==> config.mk <==
export PLATFORM = sky130hd
export DESIGN_NAME = sram_stream_fifo
export DESIGN_NICKNAME = d
export VERILOG_FILES = /design/src/rtl/sram_stream_fifo.sv
export SDC_FILE = /design/constraint.sdc
export NUM_CORES = 1
export LEC_CHECK = 0
export CAP_MARGIN = 10
export CELL_PAD_IN_SITES_DETAIL_PLACEMENT = 1
export CELL_PAD_IN_SITES_GLOBAL_PLACEMENT = 1
export CORE_ASPECT_RATIO = 1.2
export CORE_MARGIN = 2
export CORE_UTILIZATION = 40
export CTS_CLUSTER_DIAMETER = 100
export DETAILED_ROUTE_END_ITERATION = 8
export GPL_ROUTABILITY_DRIVEN = 1
export PLACE_DENSITY_LB_ADDON = 0.2
export RECOVER_POWER = 25
export SLEW_MARGIN = 20
export SYNTH_ARGS = -nofsm -noshare
export SYNTH_HDL_FRONTEND = slang
export SYNTH_SLANG_ARGS = --single-unit
==> constraint.sdc <==
create_clock -name axis_clk -period 9.4 [get_ports axis_clk]
set_input_delay 1.88 -clock axis_clk [delete_from_list [all_inputs] [get_ports axis_clk]]
set_output_delay 1.88 -clock axis_clk [all_outputs]
set_load 0.02 [all_outputs]
==> src/rtl/sram_stream_fifo.sv <==
// sram_stream_fifo: valid/ready stream FIFO backed by a single-port SRAM
// macro (32x64 ra1shd family). It arbitrates the single port between
// writes and reads each cycle, with reads taking priority. A 2-entry output
// buffer hides the macro's 1-cycle read latency and its undefined Q during
// write cycles.
module sram_stream_fifo #(
    parameter int ADDR_W = 5,
    parameter int DATA_W = 64
) (
    input  logic              axis_clk,
    input  logic              axis_rst_n,
    input  logic [DATA_W-1:0] s_tdata,
    input  logic              s_tvalid,
    output logic              s_tready,
    output logic [DATA_W-1:0] m_tdata,
    output logic              m_tvalid,
    input  logic              m_tready,
    output logic [ADDR_W+1:0] level,
    output logic [ADDR_W-1:0] sram_A,
    output logic [DATA_W-1:0] sram_D,
    output logic              sram_CEN,
    output logic              sram_WEN,
    output logic              sram_OEN,
    input  logic [DATA_W-1:0] sram_Q
);

    localparam int              DEPTH    = 2 ** ADDR_W;
    localparam logic [ADDR_W:0] MEM_FULL = (ADDR_W + 1)'(DEPTH);

    // Control state (reset)
    logic [ADDR_W-1:0] wr_ptr;
    logic [ADDR_W-1:0] rd_ptr;
    logic [ADDR_W:0]   mem_cnt;
    logic              rd_pend;
    logic              ob_head;
    logic [1:0]        ob_cnt;

    // Data state (not reset)
    logic [DATA_W-1:0] ob [0:1];
    logic [ADDR_W-1:0] a_hold;
    logic [DATA_W-1:0] d_hold;

    // Per-cycle decisions
    logic [2:0] ob_need;
    logic       rd_sel;
    logic       wr_sel;
    logic       pop;
    logic       cap_slot;

    // Outstanding output-buffer demand: occupied slots plus the read in flight.
    assign ob_need  = {1'b0, ob_cnt} + {2'b00, rd_pend};

    // Reads win the port whenever the buffer has room for the result; the
    // decision depends only on registered state, so m_tready and s_tvalid
    // never combine into rd_sel or s_tready.
    assign rd_sel   = (mem_cnt != '0) && (ob_need < 3'd2);
    assign s_tready = !rd_sel && (mem_cnt != MEM_FULL);
    assign wr_sel   = s_tvalid && s_tready;

    // Macro drive; address and write data hold their last values when idle.
    assign sram_A   = rd_sel ? rd_ptr : (wr_sel ? wr_ptr : a_hold);
    assign sram_D   = wr_sel ? s_tdata : d_hold;
    assign sram_CEN = !(rd_sel || wr_sel);
    assign sram_WEN = !wr_sel;
    assign sram_OEN = 1'b0;

    // Output side: head of the 2-entry buffer.
    assign m_tvalid = (ob_cnt != 2'd0);
    assign m_tdata  = ob[ob_head];
    assign pop      = m_tvalid && m_tready;
    assign cap_slot = ob_head ^ ob_cnt[0];

    // The read in flight is counted so level stays put on mem->ob transfers.
    assign level    = (ADDR_W + 2)'(mem_cnt) + (ADDR_W + 2)'(rd_pend)
                    + (ADDR_W + 2)'(ob_cnt);

    // Port stage: SRAM pointers, word count and the read-in-flight flag.
    always_ff @(posedge axis_clk or negedge axis_rst_n) begin
        if (!axis_rst_n) begin
            wr_ptr  <= '0;
            rd_ptr  <= '0;
            mem_cnt <= '0;
            rd_pend <= 1'b0;
        end else begin
            rd_pend <= rd_sel;
            if (rd_sel) begin
                rd_ptr <= rd_ptr + ADDR_W'(1);
            end
            if (wr_sel) begin
                wr_ptr <= wr_ptr + ADDR_W'(1);
            end
            case ({wr_sel, rd_sel})
                2'b10:   mem_cnt <= mem_cnt + (ADDR_W + 1)'(1);
                2'b01:   mem_cnt <= mem_cnt - (ADDR_W + 1)'(1);
                default: mem_cnt <= mem_cnt;
            endcase
        end
    end

    // Capture stage: output buffer head and occupancy.
    always_ff @(posedge axis_clk or negedge axis_rst_n) begin
        if (!axis_rst_n) begin
            ob_head <= 1'b0;
            ob_cnt  <= 2'd0;
        end else begin
            if (pop) begin
                ob_head <= ~ob_head;
            end
            case ({rd_pend, pop})
                2'b10:   ob_cnt <= ob_cnt + 2'd1;
                2'b01:   ob_cnt <= ob_cnt - 2'd1;
                default: ob_cnt <= ob_cnt;
            endcase
        end
    end

    // Data path: Q is sampled only when a read was issued on the prior
    // edge, so write-cycle X on Q never enters the buffer.
    always_ff @(posedge axis_clk) begin
        if (rd_pend) begin
            ob[cap_slot] <= sram_Q;
        end
        if (!sram_CEN) begin
            a_hold <= sram_A;
        end
        if (wr_sel) begin
            d_hold <= s_tdata;
        end
    end

endmodule

==> flow_metrics.py <==
metrics = {
    "critical_path": {
        "worstPathArrival_ns": 4.43,
        "cpPeakStageDelay_ns": 0.60,
        "cp-end-kind": "output pin",
        "cp-start-kind": "input port",
        "crit_family": "buffers and inverters",
        "slowest_stage": "clkdlybuf4s50_1",
        "path_max_fanout": 46,
        "required_ns": 7.52,
        "crit_type": "in -> out",
        "crit_chain": "clkdlybuf4s50_1 -> and3_1 -> inv_4 -> buf_16 -> mux2_4 -> clkdlybuf4s50_1",
        "cpMostUsedCell": "clkdlybuf4s50_1",
        "cp.buffers_inverters": 4,
        "ff2ff_setup_slack_ns": 5.70,
    },
    "synthesis": {
        "yosys.cell_types.count": 47,
        "seq_area_frac_synth_pct": 68.0,
        "synth_nets": 638,
        "yosys_warnings": 0,
        "synth_edf_count": 133,
        "synthArstFlopShare_pct": 9.22,
        "syn_inst": 496,
        "synthesis.area_sq_mm": 0.00850,
        "synth_flop_cell": "edfxtp_1",
        "avgSynthCellArea_sq_um": 17.1,
        "ys_ff_latch": 217,
    },
    "timing": {
        "finClkSkew_ns": 0.0133,
        "setup_viol": 0,
        "hold_viol_final": 0,
        "fmax_ghz": 0.158,
        "drv_slew": 17,
        "fin_setup_tns_ns": 0,
        "relSlewSlack_pct": -5.35,
        "fin_crit_sh_pct": 67.2,
        "period_minus_slack_ns": 6.31,
        "grt_setup_unrepaired": "no",
        "worst_slew_pin_slew_ns": 1.57,
    },
    "drt": {
        "ant_nets": 0,
        "routed_via_density": 4.86,
        "wl_mm": 21.1,
        "dr_total_vias": 5161,
        "drtIter0Drc": 187,
        "wl_per_cell_microns": 19.9,
        "drc": 0,
        "dr.pass1.iters": 4,
    },
    "die": {
        "row_count": 58,
        "dieArea_sq_mm": 0.0224,
        "floorplan.io_pins": 277,
        "die_h_microns": 164,
        "die_w_microns": 137,
        "core-area_sq_mm": 0.0209,
        "initial_core_util_pct": 40.7,
    },
    "clock_network": {
        "tritoncts": "yes",
        "hold_buffers": 0,
        "cts-root-buf": "clkbuf_16",
        "cts_buffers": 22,
        "clk_latency_ns": 0.51,
        "htree_levels": 1,
        "cts_resized": 0,
        "cts_setup_buffers": 0,
        "clk_pin_slew_ns": 0.06,
        "cts_buffer_depth": 3,
        "cts_sinks": 217,
    },
    "global_routing": {
        "grt_usage_pct": 18.3,
        "grt-ovfl-total": 0,
        "grt_pass1_wl_mm": 31.9,
        "grt_max_degree": 69,
        "grt_pass1_vias": 5773,
        "antenna_found_initial": 7,
    },
    "final_layout": {
        "layout_common_cells": "218 x clkdlybuf4s50_1, 133 x edfxtp_1, 81 x mux2_2",
        "postLayoutCoreUtil_pct": 58.0,
        "syn_to_final_growth_pct": 42.6,
        "drive_gt1_share_pct": 21.9,
        "final_common_cell": "clkdlybuf4s50_1",
        "fin_nets": 914,
    },
    "power": {
        "p_per_area_mw_per_mm2": 420,
        "leakage_uw": 0.00455,
        "irDropWorstVdd_v": 0.000275,
    },
    "run_status": {
        "status": "complete, but fails checks",
        "violations": "max-capacitance violations, max-slew violations",
    },
    "place": {
        "io_buffer_count": 275,
        "hpwl_mm": 14.9,
        "gp_congestion": 0.772,
    },
    "worst_hold_path": {
        "min_path_type": "reg -> reg",
    },
    "flow_run": {
        "cap_viol_max_count": 1,
    },
}
==> metrics by stage <==
step,cell area [sq um],cells,power (uW),hold slack [ns],worst slack [ns]
2_1_floorplan,8500,496,3240,0.445,4.69
3_3_place_gp,11400,1017,4220,0.455,3.02
3_5_place_dp,11400,1017,4310,0.456,2.91
4_1_cts,12100,1056,5180,0.474,2.91
5_1_grt,12100,1062,5390,0.482,3.03
6_report,12100,1063,5100,0.472,3.09
==> Yosys cell counts, drive strengths merged, types with 2 or more instances <==
cell type | n | share of area, %
ha | 8 | 1.2
nand2 | 20 | 0.88
o31ai | 2 | 0.24
a21boi | 2 | 0.18
o21ai | 6 | 0.49
xnor2 | 15 | 1.5
nand3 | 3 | 0.18
a21oi | 3 | 0.18
or3b | 2 | 0.21
clkbuf | 15 | 0.66
dfxtp | 64 | 15
a211oi | 2 | 0.18
buf | 11 | 1.9
fa | 2 | 0.47
mux2 | 130 | 19
nor2b | 2 | 0.15
edfxtp | 133 | 47
o211ai | 4 | 0.35
nor2 | 5 | 0.22
and2 | 4 | 0.29
inv | 10 | 0.47
dfrtp | 20 | 5.9
o2111ai | 2 | 0.21
or2 | 2 | 0.15
nand4 | 10 | 0.74
xor2 | 8 | 0.82
==> worst register-to-register path, stage by stage, from the launching register on <==
cell and delay, ns:
dfrtp_1 0.57, or3_4 0.49, o21ai_4 0.29, and3_1 0.45, inv_4 0.24, ha_1 0.52
o21ai_0 0.15, a221o_1 0.33, or4_1 0.52, nand4_1 0.08
==> metal layers <==
metal / track usage [%] / vias up / part of all wire, % / wire length (microns)
li1: - / 2384 / - / -
met1: 19.7 / 2531 / 35 / 7430
met2: 33.2 / 206 / 52 / 11100
met3: 7.05 / 38 / 9.7 / 2050
met4: 5.34 / 2 / 2.6 / 545
met5: 0 / - / 0.076 / 16
==> logic make-up after synthesis <==
kind of cell	Yosys count	synth area share (%)
compound gates	25	2.22
xor+xnor	23	2.37
fa+ha+maj	10	1.65
buf+inv	36	3.00
flops	217	68.0
mux	130	19.4
other cells	1	0.0441
simple gates	54	3.36
==> layout make-up <==
class	instances	area, sq um
flip-flops and latches	217	5780
fillers	1959	8780
well taps	270	338
diodes	6	15.0
multi-input cells	243	2470
clock buffers	24	558
repair buffers	278	2800
inverters	10	40.0
clock inverters	15	130
==> worst paths after layout <==
path	from	to	depth (start not counted)
min in group asynchronous	axis_rst_n	wr_ptr[3]	1
setup / recovery	s_tvalid	sram_D[25]	6
hold / removal	d_hold[57]	d_hold[57]	1
setup reg to reg	mem_cnt[1]	mem_cnt[5]	9
hold reg to reg	d_hold[57]	d_hold[57]	1
max in group asynchronous	axis_rst_n	mem_cnt[1]	1
==> where the power goes <==
part / leakage (uW) / internal, uW / total [uW] / switching, uW
Combinational: 0.00221 / 1250 / 2570 / 1320
Sequential: 0.00202 / 1520 / 1700 / 181
Clock: 0.000328 / 482 / 832 / 350
Total: 0.00455 / 3250 / 5100 / 1850
==> flip-flops by register name, summed over array words and instances, names as in the netlist <==
signal	count
d_hold	64
ob	128
rd_pend	1
mem_cnt	6
ob_head	1
a_hold	5
wr_ptr	5
ob_cnt	2
rd_ptr	5
Note: power is estimated with default switching activity, not from simulation.
